==> config.mk <==
export PLATFORM = sky130hd
export DESIGN_NAME = key_expansion_ctrl
export DESIGN_NICKNAME = d
export VERILOG_FILES = /design/src/rtl/aes_key_pkg.sv /design/src/rtl/aes_sbox.sv /design/src/rtl/key_expansion_ctrl.sv
export SDC_FILE = /design/constraint.sdc
export NUM_CORES = 2
export LEC_CHECK = 0
export CAP_MARGIN = 5
export CORE_MARGIN = 4
export CORE_UTILIZATION = 65
export DETAILED_ROUTE_END_ITERATION = 8
export HOLD_SLACK_MARGIN = 0.05
export PLACE_DENSITY = 0.85
export SLEW_MARGIN = 5
export SYNTH_ARGS = -nofsm -noshare
export SYNTH_HDL_FRONTEND = slang
export SYNTH_SLANG_ARGS = --single-unit
==> constraint.sdc <==
create_clock -name Clk -period 90.7 [get_ports Clk]
set_input_delay 13.605 -clock Clk [delete_from_list [all_inputs] [get_ports Clk]]
set_output_delay 13.605 -clock Clk [all_outputs]
set_load 0.1 [all_outputs]
==> src/rtl/aes_key_pkg.sv <==
// Shared constants, types and helpers for the AES key-expansion sequencer.
//   key_len_e    : Key_Len encodings (128/192/256, 3 reserved)
//   NK_*         : key length in 32-bit words
//   TOTAL_WORDS_*: words in the full schedule
//   SCRATCH_ADDR : register-file word written when no key word is produced
//   state_e      : sequencer FSM states
//   xtime        : GF(2^8) multiply-by-x, used for rcon and the S-box
package aes_key_pkg;

    typedef enum logic [1:0] {
        KeyLen128  = 2'd0,
        KeyLen192  = 2'd1,
        KeyLen256  = 2'd2,
        KeyLenRsvd = 2'd3
    } key_len_e;

    localparam logic [5:0] NK_128 = 6'd4;
    localparam logic [5:0] NK_192 = 6'd6;
    localparam logic [5:0] NK_256 = 6'd8;

    localparam logic [5:0] TOTAL_WORDS_128 = 6'd44;
    localparam logic [5:0] TOTAL_WORDS_192 = 6'd52;
    localparam logic [5:0] TOTAL_WORDS_256 = 6'd60;

    localparam logic [5:0] SCRATCH_ADDR = 6'd63;

    typedef enum logic [1:0] {
        StIdle,
        StLoad,
        StExpand,
        StDone
    } state_e;

    function automatic logic [7:0] xtime(input logic [7:0] b);
        return {b[6:0], 1'b0} ^ (b[7] ? 8'h1b : 8'h00);
    endfunction

endpackage

==> src/rtl/aes_sbox.sv <==
// Combinational AES forward S-box for one byte.
//   data_i : input byte
//   data_o : S-box substituted byte
// Computed as multiplicative inverse in GF(2^8) (x^254) followed by the AES
// affine transform, instead of a 256-entry table.
module aes_sbox
    import aes_key_pkg::*;
(
    input  logic [7:0] data_i,
    output logic [7:0] data_o
);

    function automatic logic [7:0] gf_mul(input logic [7:0] a, input logic [7:0] b);
        logic [7:0] p;
        logic [7:0] aa;
        p  = 8'h00;
        aa = a;
        for (int k = 0; k < 8; k++) begin
            if (b[k]) p = p ^ aa;
            aa = xtime(aa);
        end
        return p;
    endfunction

    logic [7:0] x2, x3, x6, x7, x14, x15, x30, x31, x62, x63, x126, x127, inv;

    always_comb begin
        // Addition chain for x^254; 0 maps to 0 as required.
        x2   = gf_mul(data_i, data_i);
        x3   = gf_mul(x2, data_i);
        x6   = gf_mul(x3, x3);
        x7   = gf_mul(x6, data_i);
        x14  = gf_mul(x7, x7);
        x15  = gf_mul(x14, data_i);
        x30  = gf_mul(x15, x15);
        x31  = gf_mul(x30, data_i);
        x62  = gf_mul(x31, x31);
        x63  = gf_mul(x62, data_i);
        x126 = gf_mul(x63, x63);
        x127 = gf_mul(x126, data_i);
        inv  = gf_mul(x127, x127);
        data_o = inv
               ^ {inv[6:0], inv[7]}
               ^ {inv[5:0], inv[7:6]}
               ^ {inv[4:0], inv[7:5]}
               ^ {inv[3:0], inv[7:4]}
               ^ 8'h63;
    end

endmodule

==> src/rtl/key_expansion_ctrl.sv <==
// AES key-schedule sequencer/datapath feeding a 64x32 register file.
// Writes the Nk cipher-key words, then one expanded word per clock.
//   Clk, Rst              : clock, synchronous active-high reset
//   Start, Key_Len, Key_In: expansion request, sampled in IDLE only
//   Rd_Data_A / Rd_Data_B : register-file read data, w[i-1] / w[i-Nk]
//   Wr_Addr, Wr_Data      : register-file write port (writes every edge)
//   Rd_Addr_A, Rd_Addr_B  : register-file read addresses
//   Busy, Done, Num_Rounds: status
module key_expansion_ctrl
    import aes_key_pkg::*;
(
    input  logic         Clk,
    input  logic         Rst,
    input  logic         Start,
    input  logic [1:0]   Key_Len,
    input  logic [255:0] Key_In,
    input  logic [31:0]  Rd_Data_A,
    input  logic [31:0]  Rd_Data_B,
    output logic [5:0]   Wr_Addr,
    output logic [31:0]  Wr_Data,
    output logic [5:0]   Rd_Addr_A,
    output logic [5:0]   Rd_Addr_B,
    output logic         Busy,
    output logic         Done,
    output logic [3:0]   Num_Rounds
);

    state_e         state_q, state_d;
    logic [5:0]     idx_q, idx_d;
    logic [5:0]     mod_q, mod_d;      // i mod Nk, wraps instead of dividing
    logic [255:0]   key_sr_q, key_sr_d;
    key_len_e       key_len_q, key_len_d;
    logic [3:0]     num_rounds_q, num_rounds_d;
    logic [7:0]     rcon_q, rcon_d;

    logic [5:0]     nk, total;
    logic [31:0]    sub_in, sub_out, temp;

    always_comb begin
        case (key_len_q)
            KeyLen192: begin nk = NK_192; total = TOTAL_WORDS_192; end
            KeyLen256: begin nk = NK_256; total = TOTAL_WORDS_256; end
            default:   begin nk = NK_128; total = TOTAL_WORDS_128; end
        endcase
    end

    // RotWord only on the i mod Nk = 0 words.
    assign sub_in = (mod_q == '0) ? {Rd_Data_A[23:0], Rd_Data_A[31:24]} : Rd_Data_A;

    for (genvar g = 0; g < 4; g++) begin : gen_sbox
        aes_sbox u_sbox (
            .data_i (sub_in[8*g +: 8]),
            .data_o (sub_out[8*g +: 8])
        );
    end

    always_comb begin
        if (mod_q == '0) begin
            temp = sub_out ^ {rcon_q, 24'h0};
        end else if (key_len_q == KeyLen256 && mod_q == 6'd4) begin
            temp = sub_out;
        end else begin
            temp = Rd_Data_A;
        end
    end

    always_comb begin
        state_d      = state_q;
        idx_d        = idx_q;
        mod_d        = mod_q;
        key_sr_d     = key_sr_q;
        key_len_d    = key_len_q;
        num_rounds_d = num_rounds_q;
        rcon_d       = rcon_q;
        Wr_Addr      = SCRATCH_ADDR;
        Wr_Data      = '0;
        Rd_Addr_A    = '0;
        Rd_Addr_B    = '0;
        Busy         = 1'b0;
        Done         = 1'b0;

        unique case (state_q)
            StIdle: begin
                if (Start && Key_Len != KeyLenRsvd) begin
                    key_sr_d  = Key_In;
                    key_len_d = key_len_e'(Key_Len);
                    case (Key_Len)
                        2'd0:    num_rounds_d = 4'd10;
                        2'd1:    num_rounds_d = 4'd12;
                        default: num_rounds_d = 4'd14;
                    endcase
                    rcon_d  = 8'h01;
                    idx_d   = '0;
                    state_d = StLoad;
                end
            end
            StLoad: begin
                Busy     = 1'b1;
                Wr_Addr  = idx_q;
                Wr_Data  = key_sr_q[255:224];
                key_sr_d = {key_sr_q[223:0], 32'h0};
                idx_d    = idx_q + 6'd1;
                if (idx_q == nk - 6'd1) begin
                    mod_d   = '0;
                    state_d = StExpand;
                end
            end
            StExpand: begin
                Busy      = 1'b1;
                Rd_Addr_A = idx_q - 6'd1;
                Rd_Addr_B = idx_q - nk;
                Wr_Addr   = idx_q;
                Wr_Data   = temp ^ Rd_Data_B;
                idx_d     = idx_q + 6'd1;
                mod_d     = (mod_q == nk - 6'd1) ? '0 : mod_q + 6'd1;
                if (mod_q == '0) rcon_d = xtime(rcon_q);
                if (idx_q == total - 6'd1) state_d = StDone;
            end
            StDone: begin
                Done    = 1'b1;
                state_d = StIdle;
            end
        endcase
    end

    assign Num_Rounds = num_rounds_q;

    always_ff @(posedge Clk) begin
        if (Rst) begin
            state_q      <= StIdle;
            idx_q        <= '0;
            mod_q        <= '0;
            key_sr_q     <= '0;
            key_len_q    <= KeyLen128;
            num_rounds_q <= '0;
            rcon_q       <= 8'h01;
        end else begin
            state_q      <= state_d;
            idx_q        <= idx_d;
            mod_q        <= mod_d;
            key_sr_q     <= key_sr_d;
            key_len_q    <= key_len_d;
            num_rounds_q <= num_rounds_d;
            rcon_q       <= rcon_d;
        end
    end

endmodule
==> key figures <==
Place
  – Port bufs: 379
  – DP HPWL: 181.0 mm
  – RePlAce Congestion: 1.029

Clock tree
  – Reg clk slew, reported paths: 0.07 ns
  – Clk buf depth: 3
  – Clk sinks: 283
  – TritonCTS buffer count: 27
  – Post-CTS Hold Fix Bufs: 0
  – Postcts setup bufs: 0
  – CTS resizes: 0
  – Clk root buf: clkbuf_16
  – H-Tree Depth: 1
  – CTS tree: done
  – Worst-skew pair later-pin latency: 0.55 ns

Timing
  – Slew @ Worst Pin: 1.227 ns
  – RSZ-0062 raised after global routing: no
  – Slew HR: 16.09%
  – F_max: 17.72 MHz
  – Final-report hold violation count: 0
  – Fin crit period: 56.44 ns
  – Setup TNS: 0 ns
  – Final Slew Violations: 0
  – Final period util: 62.23%
  – Worst clock skew: 0.01371 ns
  – Final setup violation count: 0

Drt
  – DR pass1 iterations: 8
  – Routed Antenna Nets: 0
  – WL/cell: 23.62 um
  – Routed vias: 72,383
  – Vias per std cell: 6.720
  – Final wirelength: 254.4 mm
  – Drt drc: 0
  – First-iteration detailed-routing DRC count: 9,734

Setup path
  – Crit path kind: input port to output pin
  – Crit path largest cell delay: 1.28 ns
  – Endpoint type of the worst setup path: output pin
  – CP arrival: 42.84 ns
  – Startpoint Class: input port
  – Cell family with most CP delay: XOR/XNOR gates
  – Crit path required time: 77.10 ns
  – Slowest CP cell: clkdlybuf4s50_1
  – Crit Path Max Fanout: 40
  – Buffers & Inverters on Critical Path: 9

Floorplan
  – Starting density of the core: 65.41%
  – I/O Pins: 381
  – Die X-Extent: 347.2 um
  – Die area: 120,600 um^2
  – Chip Height: 347.2 um
  – Core Footprint: 114,300 um^2
  – Num rows: 124

Synthesis
  – Post-synth top flop: dfxtp_1
  – Mapped Nets: 9,746
  – Synth Cell Area: 74,790 um^2
  – Top cell type's share of synthesized area: 16.22%
  – Mean post-synth cell area: 7.972 um^2
  – Post-synth EDFFs: 0
  – Most common cell in the synthesized netlist: xnor2_1
  – Yosys top cell by area: xnor2_1
  – Top cells by area, synth: xnor2_1 16%, xnor3_1 10%, dfxtp_1 7.6%
  – Sequential share of the synthesized area: 7.575%
  – Post-Syn Instances: 9,382
  – Top cells by count, synth: 1,385 x xnor2_1, 1,328 x nor2_1, 753 x nand2_1
  – Synth warn: 0
  – Async SR Flop Fraction: 0%
  – FF+latch count, synth: 283
  – Distinct cells, synth: 158

Status
  – Outcome: finished clean

Flow run
  – Number of max-cap violations: 0

Global route
  – Global-route wire length before repair: 390.2 mm
  – Gr usage total: 39.50%
  – Initial antenna violation count: 43
  – Largest net degree at the start of global routing: 268
  – Vias in the first global route: 67,949
  – Overflow after GRT: 0

Layout
  – Area delta synth->final: 5.987%
  – Share of layout cells above drive strength 1: 8.060%
  – Nets: 9,562

Hold path
  – Worst hold path class: register to register
sequential cells by signal (all words and copies together) (netlist names):
signal      cells
idx_q           6
mod_q           6
key_len_q       2
Num_Rounds      3
key_sr_q      256
state_q         2
rcon_q          8
layout by cell type, fill, tap and decap left out, drive strengths merged, types with 99 or more instances in the layout:
cell type	instances
a211oi	299
a21oi	423
a22oi	127
buf	175
clkdlybuf4s50	367
dfxtp	283
inv	113
mux2i	512
nand2	755
nand3	184
nor2	1345
nor3	203
o21ai	394
o22ai	99
xnor2	1509
xnor3	386
xor2	603
area by class of cell:
class | count | area (um^2)
diodes | 41 | 102.6
clock buffers | 36 | 799.5
clock inverters | 13 | 212.7
fillers | 9070 | 35070
inverters | 128 | 484.2
multi-input cells | 8215 | 65090
flip-flops and latches | 283 | 5667
well taps | 1512 | 1892
repair buffers | 543 | 5024
worst register-to-register path: cells and delay by family (launching register included):
family / cells / cell delay, ns
AOI/OAI and AO/OA: 1 / 0.17
DFF: 1 / 0.34
buffers and inverters: 3 / 1.67
muxes: 1 / 0.74
adders and majority gates: 1 / 0.69
routing by layer:
metal,global-route usage (%),wire length (um)
met1,52.28,98320
met2,60.88,111600
met3,9.669,31110
met4,18.13,13400
met5,0.07849,28
metrics by stage:
step	worst slack, ns	hold WS (ns)	std cells	util (%)	instance area (um^2)
finish	34.26	0.4642	10771	69.33	79270
global route	32.28	0.4765	10766	69.31	79260
CTS	34.82	0.4591	10730	69.24	79170
detailed placement	34.89	0.4488	10681	68.35	78160
global placement	35.69	0.4372	10681	68.35	78160
floorplan	39.55	0.4454	9382	-	74790
final timing paths:
check,cells after the start,endpoint,slack [ns],start
setup reg to reg,6,key_sr_q[179],86.92,state_q[1]
hold / removal,2,Num_Rounds[3],0.46,Num_Rounds[3]
hold reg to reg,2,Num_Rounds[3],0.46,Num_Rounds[3]
setup / recovery,79,Wr_Data[21],34.26,Rd_Data_A[19]
logic make-up after synthesis:
family | synth area share (%)
multiplexers | 7.873
other | 0.005014
flip-flops | 7.575
adder cells (fa/ha/maj) | 0.6625
buffers and inverters | 5.813
XOR/XNOR | 41.13
AND/OR/NAND/NOR | 17.91
AO/OA/AOI/OAI | 19.03
Power is not shown: default switching activity piles up to over one toggle a cycle in this logic, so the estimate is an artifact.
